<file path="src/rtl/vga_fb_arbiter.sv">
// Single-port framebuffer arbiter for VGA_controller: display fetch > clear engine > external
// writer, plus a word-to-pixel serialiser and sync delay line matched to the 3-cycle pixel latency.
module vga_fb_arbiter #(
    parameter int H_PIX  = 512,
    parameter int V_PIX  = 480,
    parameter int PIX_W  = 2,
    parameter int PPW    = 8,
    parameter int ADDR_W = 15
) (
    input  logic                 clk,
    input  logic                 rst,
    input  logic                 i_hs,
    input  logic                 i_vs,
    input  logic                 i_de,
    input  logic [8:0]           i_x,
    input  logic [8:0]           i_y,
    output logic                 o_ram_en,
    output logic                 o_ram_we,
    output logic [ADDR_W-1:0]    o_ram_addr,
    output logic [PIX_W*PPW-1:0] o_ram_wdata,
    input  logic [PIX_W*PPW-1:0] i_ram_rdata,
    input  logic                 i_wr_valid,
    input  logic [ADDR_W-1:0]    i_wr_addr,
    input  logic [PIX_W*PPW-1:0] i_wr_data,
    output logic                 o_wr_ready,
    output logic                 o_wr_err,
    input  logic                 i_clear,
    input  logic [PIX_W-1:0]     i_clear_color,
    output logic                 o_busy,
    output logic [PIX_W-1:0]     o_pix,
    output logic                 o_hs_d,
    output logic                 o_vs_d,
    output logic                 o_de_d
);
    localparam int DATA_W = PIX_W * PPW;
    localparam int WPL    = H_PIX / PPW;
    localparam int WORDS  = WPL * V_PIX;
    localparam int PPW_LG = $clog2(PPW);

    localparam logic [ADDR_W:0]   WORDS_EXT = (ADDR_W + 1)'(WORDS);
    localparam logic [ADDR_W-1:0] LAST_ADDR = ADDR_W'(WORDS - 1);

    localparam logic [0:0] ST_IDLE  = 1'b0;
    localparam logic [0:0] ST_CLEAR = 1'b1;

    logic [0:0]        state_q, state_d;
    logic [ADDR_W-1:0] cnt_q, cnt_d;
    logic [DATA_W-1:0] clr_word_q, clr_word_d;
    logic              ram_en_q, ram_en_d;
    logic              ram_we_q, ram_we_d;
    logic [ADDR_W-1:0] ram_addr_q, ram_addr_d;
    logic [DATA_W-1:0] ram_wdata_q, ram_wdata_d;
    logic              wr_err_q, wr_err_d;
    logic [2:0]        hs_pipe_q, hs_pipe_d;
    logic [2:0]        vs_pipe_q, vs_pipe_d;
    logic [2:0]        de_pipe_q, de_pipe_d;
    logic [1:0]        rd_vld_q, rd_vld_d;
    logic [DATA_W-1:0] sh_q, sh_d;

    logic              display_slot;
    logic              wr_fire;
    logic              wr_in_range;
    logic [ADDR_W-1:0] rd_addr;

    assign display_slot = i_de && (i_x[PPW_LG-1:0] == '0);
    assign rd_addr      = ADDR_W'(i_y) * ADDR_W'(WPL) + ADDR_W'(i_x >> PPW_LG);
    assign o_wr_ready   = !display_slot && (state_q == ST_IDLE);
    assign wr_fire      = i_wr_valid && o_wr_ready;
    assign wr_in_range  = {1'b0, i_wr_addr} < WORDS_EXT;

    always_comb begin
        state_d     = state_q;
        cnt_d       = cnt_q;
        clr_word_d  = clr_word_q;
        ram_en_d    = 1'b0;
        ram_we_d    = 1'b0;
        ram_addr_d  = ram_addr_q;
        ram_wdata_d = ram_wdata_q;
        wr_err_d    = 1'b0;

        if (display_slot) begin
            ram_en_d   = 1'b1;
            ram_addr_d = rd_addr;
        end else if (state_q == ST_CLEAR) begin
            ram_en_d    = 1'b1;
            ram_we_d    = 1'b1;
            ram_addr_d  = cnt_q;
            ram_wdata_d = clr_word_q;
            cnt_d       = cnt_q + 1'b1;
            if (cnt_q == LAST_ADDR) begin
                state_d = ST_IDLE;
            end
        end else if (wr_fire) begin
            if (wr_in_range) begin
                ram_en_d    = 1'b1;
                ram_we_d    = 1'b1;
                ram_addr_d  = i_wr_addr;
                ram_wdata_d = i_wr_data;
            end else begin
                wr_err_d = 1'b1;
            end
        end

        // A same-cycle writer transfer still goes out; the clear begins next cycle.
        if ((state_q == ST_IDLE) && i_clear) begin
            state_d    = ST_CLEAR;
            cnt_d      = '0;
            clr_word_d = {PPW{i_clear_color}};
        end

        // Read data returns two cycles after the slot; reload exactly as the last pixel leaves.
        rd_vld_d  = {rd_vld_q[0], display_slot};
        sh_d      = rd_vld_q[1] ? i_ram_rdata : (sh_q >> PIX_W);
        hs_pipe_d = {hs_pipe_q[1:0], i_hs};
        vs_pipe_d = {vs_pipe_q[1:0], i_vs};
        de_pipe_d = {de_pipe_q[1:0], i_de};
    end

    always_ff @(posedge clk) begin
        if (!rst) begin
            state_q     <= ST_IDLE;
            cnt_q       <= '0;
            clr_word_q  <= '0;
            ram_en_q    <= 1'b0;
            ram_we_q    <= 1'b0;
            ram_addr_q  <= '0;
            ram_wdata_q <= '0;
            wr_err_q    <= 1'b0;
            hs_pipe_q   <= '1;
            vs_pipe_q   <= '1;
            de_pipe_q   <= '0;
            rd_vld_q    <= '0;
        end else begin
            state_q     <= state_d;
            cnt_q       <= cnt_d;
            clr_word_q  <= clr_word_d;
            ram_en_q    <= ram_en_d;
            ram_we_q    <= ram_we_d;
            ram_addr_q  <= ram_addr_d;
            ram_wdata_q <= ram_wdata_d;
            wr_err_q    <= wr_err_d;
            hs_pipe_q   <= hs_pipe_d;
            vs_pipe_q   <= vs_pipe_d;
            de_pipe_q   <= de_pipe_d;
            rd_vld_q    <= rd_vld_d;
        end
        sh_q <= sh_d;
    end

    assign o_ram_en    = ram_en_q;
    assign o_ram_we    = ram_we_q;
    assign o_ram_addr  = ram_addr_q;
    assign o_ram_wdata = ram_wdata_q;
    assign o_wr_err    = wr_err_q;
    assign o_busy      = (state_q == ST_CLEAR);
    assign o_hs_d      = hs_pipe_q[2];
    assign o_vs_d      = vs_pipe_q[2];
    assign o_de_d      = de_pipe_q[2];
    assign o_pix       = de_pipe_q[2] ? sh_q[PIX_W-1:0] : '0;

endmodule

</file>
<file path="config.mk">
export PLATFORM = sky130hd
export DESIGN_NAME = vga_fb_arbiter
export DESIGN_NICKNAME = d
export VERILOG_FILES = /design/src/rtl/vga_fb_arbiter.sv
export SDC_FILE = /design/constraint.sdc
export NUM_CORES = 1
export LEC_CHECK = 0
export BUFFER_PORTS_ARGS = -buffer_cell sky130_fd_sc_hd__buf_2
export CORE_ASPECT_RATIO = 0.5
export CORE_MARGIN = 3
export CORE_UTILIZATION = 35
export DETAILED_ROUTE_END_ITERATION = 8
export PLACE_DENSITY_LB_ADDON = 0.12
export SLEW_MARGIN = 15
export SYNTH_ARGS = -nofsm -noshare
export SYNTH_HDL_FRONTEND = slang
export SYNTH_SLANG_ARGS = --single-unit
</file>
<file path="constraint.sdc">
create_clock -name clk -period 1.9 [get_ports clk]
set_input_delay 0.19 -clock clk [delete_from_list [all_inputs] [get_ports clk]]
set_output_delay 0.19 -clock clk [all_outputs]
set_load 0.01 [all_outputs]
</file>
==> flow_metrics.tcl <==
set metrics [dict create \
    htree_levels 3 \
    hold_buffers 0 \
    use_met3_pct 5.97 \
    ys_ff_latch 79 \
    die_h_um 74.0 \
    synth_edf_count 0 \
    grt_util_all_layers_pct 16.5 \
    drive_gt1_share_pct 36.7 \
    grt_max_degree 44 \
    ir_worst_vdd_v 0.000513 \
    tightest_slew_ns 0.766 \
    antenna_found_initial 0 \
    place_area_um2 4030 \
    synth_area_leaders "dfxtp_1 49%, o21ai_0 6.5%, mux2_2 4.9%" \
    cts_resized 0 \
    worst_ep_arrival_time_ns 2.07 \
    die_x_um 142 \
    crit_required_ns 2.15 \
    drtIter0Drc 108 \
    fin_worst_skew_ns 0.00772 \
    seq_area_frac_synth_pct 48.8 \
    finalCritPeriodShare_pct 95.8 \
    finalWirelength_um 8620 \
    syn-cell-area_um2 3240 \
    max_freq_mhz 549 \
    avgSynthCellArea_um2 9.18 \
    post_cts_buffers 0 \
    outcome "finished, final reports clean" \
    antennaDiodeCount 0 \
    synth.distinct_cells 39 \
    crit_type "reg2reg" \
    p_int_mw 3.24 \
    rows 24 \
    startpoint_type "flip-flop" \
    routedWlPerCell_um 14.6 \
    hp-class "in2reg" \
    num_io_pins 115 \
    design_area_um2 4370 \
    drv_cap 0 \
    setup.worst_path.end_class "flip-flop" \
    first_pass_iters 4 \
    drc 0 \
    grt_use_met1_pct 20.9 \
    hold_violations 0 \
    initial_core_util_pct 36.6 \
    numCtsBuffers 9 \
    place_ws_ns 0.0615 \
    cts.path.max_buffers 2 \
    layout_setup_ws_ns 0.0790 \
    pwr-share-seq_pct 42.5 \
    via_count 2956 \
    gp_congestion 0.770 \
    layout_min_cycle_time_ns 1.82 \
    core_um2 8860 \
    finalSetupTns_ns 0 \
    pwr-share-comb_pct 11.5 \
    async_flop_share_pct 0 \
    worstPathMaxFanout 5 \
    yosys_warnings 0 \
    setup_viol 0 \
    overflow 0 \
    final_nets 545 \
    clkSinkCount 79 \
    post-dp-hpwl_um 6170 \
    p_sw_share_pct 22.8 \
    area_growth_pct 34.9 \
    ys.flop_type "dfxtp_1" \
    cts_root_buf "clkbuf_16" \
    synth_common_cells "79 x dfxtp_1, 42 x o21ai_0, 32 x nor2_1" \
    vias_per_cell 5.00 \
    grt_pass1_wl_um 13700 \
    ant_nets 0 \
    clockPowerShare_pct 46.0 \
    rsz0062_at_grt "false" \
    yosysMostFrequentCell "dfxtp_1" \
    insertion_delay_ns 0.33 \
    clkTransAtPathRegs_ns 0.06 \
    die_area_um2 10500 \
    switchingPower_mw 0.958 \
    p_per_area_nw_per_um2 961 \
    cts_tree "built" \
    synth_area_leader_cell "dfxtp_1" \
    relSlewSlack_pct 49.0 \
    use_met2_pct 27.2 \
    synth_cells 353 \
    fin_cells 591 \
    synth_top_cell_area_share_pct 48.8 \
    numPortBuffers 114 \
    dp.cells 576 \
    busiest_layer "met2" \
    finalMaxSlewViolations 0 \
    power_leakage_nw 1.87 \
    grt_pass1_vias 2821 \
    synth_fp_nets 428 \
]
-- logic make-up (layout without fill, tap and decap cells) --
| family | after synthesis | count (layout) | synth area share (%) |
|---|---|---|---|
| xor+xnor | 8 | 8 | 2.16 |
| buf+inv | 31 | 152 | 3.71 |
| flops | 79 | 79 | 48.8 |
| simple gates | 106 | 106 | 17.1 |
| fa+ha+maj | 1 | 1 | 0.386 |
| mux | 21 | 21 | 7.03 |
| compound gates | 107 | 107 | 20.8 |
-- cell usage in the layout (no fill, tap or decap), types with 4 or more instances in the layout --
cell,instances
buf_2,114
or2_2,7
o22ai_1,7
nor2_1,32
buf_4,18
mux2_2,14
nand2_1,21
clkbuf_16,9
a21oi_1,18
mux2i_1,7
or3_1,5
and2_1,10
xnor2_1,6
dfxtp_1,79
nand3_1,4
o221ai_1,7
o211ai_1,5
o21ai_0,42
nand2b_1,7
a221oi_1,17
a21boi_0,5
-- sequential cells by signal (all words and copies together) (netlist names), 3 cells and up --
signal / flops
o_ram_wdata: 16
hs_pipe_q: 3
sh_q: 16
o_ram_addr: 15
de_pipe_q: 3
vs_pipe_q: 3
cnt_q: 15
-- power groups by stage --
stage	sequential, mW	combinational [mW]	clock, mW
after floorplan	1.84	0.228	0
after global placement	1.82	0.486	0
after detailed placement	1.82	0.488	0
after CTS	1.78	0.489	1.98
after global routing	1.79	0.535	2.04
final	1.78	0.482	1.93
-- critical path, cell delays in order, from the launching register on --
cell	delay [ns]
dfxtp_1	0.39
nand4_2	0.14
or4_4	0.57
or4_1	0.49
a21oi_1	0.14
-- area by class of cell --
| cell class | count | area (um2) |
|---|---|---|
| well taps | 117 | 146 |
| multi-input cells | 243 | 1550 |
| clock inverters | 6 | 110 |
| fillers | 859 | 4490 |
| clock buffers | 9 | 225 |
| repair buffers | 134 | 746 |
| flip-flops and latches | 79 | 1580 |
| inverters | 3 | 11.3 |
-- final timing paths --
check | startpoint | end | slack [ns] | depth (start not counted)
max | cnt_q[4] | cnt_q[14] | 0.08 | 4
min | i_vs | vs_pipe_q[0] | 0.05 | 2
max reg2reg | cnt_q[4] | cnt_q[14] | 0.08 | 4
min reg2reg | hs_pipe_q[1] | hs_pipe_q[2] | 0.40 | 1
-- metrics by stage --
| stage | hold slack (ns) | power (mW) | util [%] |
|---|---|---|---|
| 4_1_cts | 0.0345 | 4.25 | 49.3 |
| 6_report | 0.0519 | 4.20 | 49.3 |
| 5_1_grt | 0.0524 | 4.37 | 49.3 |
| 3_5_place_dp | 0.380 | 2.31 | 45.5 |
| 2_1_floorplan | 0.291 | 2.07 | - |
| 3_3_place_gp | 0.389 | 2.31 | 45.5 |
-- layer usage --
layer | up-vias | part of all wire (%)
met3 | 4 | 6.5
met4 | 0 | 0.24
met5 | - | 0
li1 | 1508 | -
met2 | 73 | 46
met1 | 1371 | 48
Note: power is estimated with default switching activity, not from simulation.
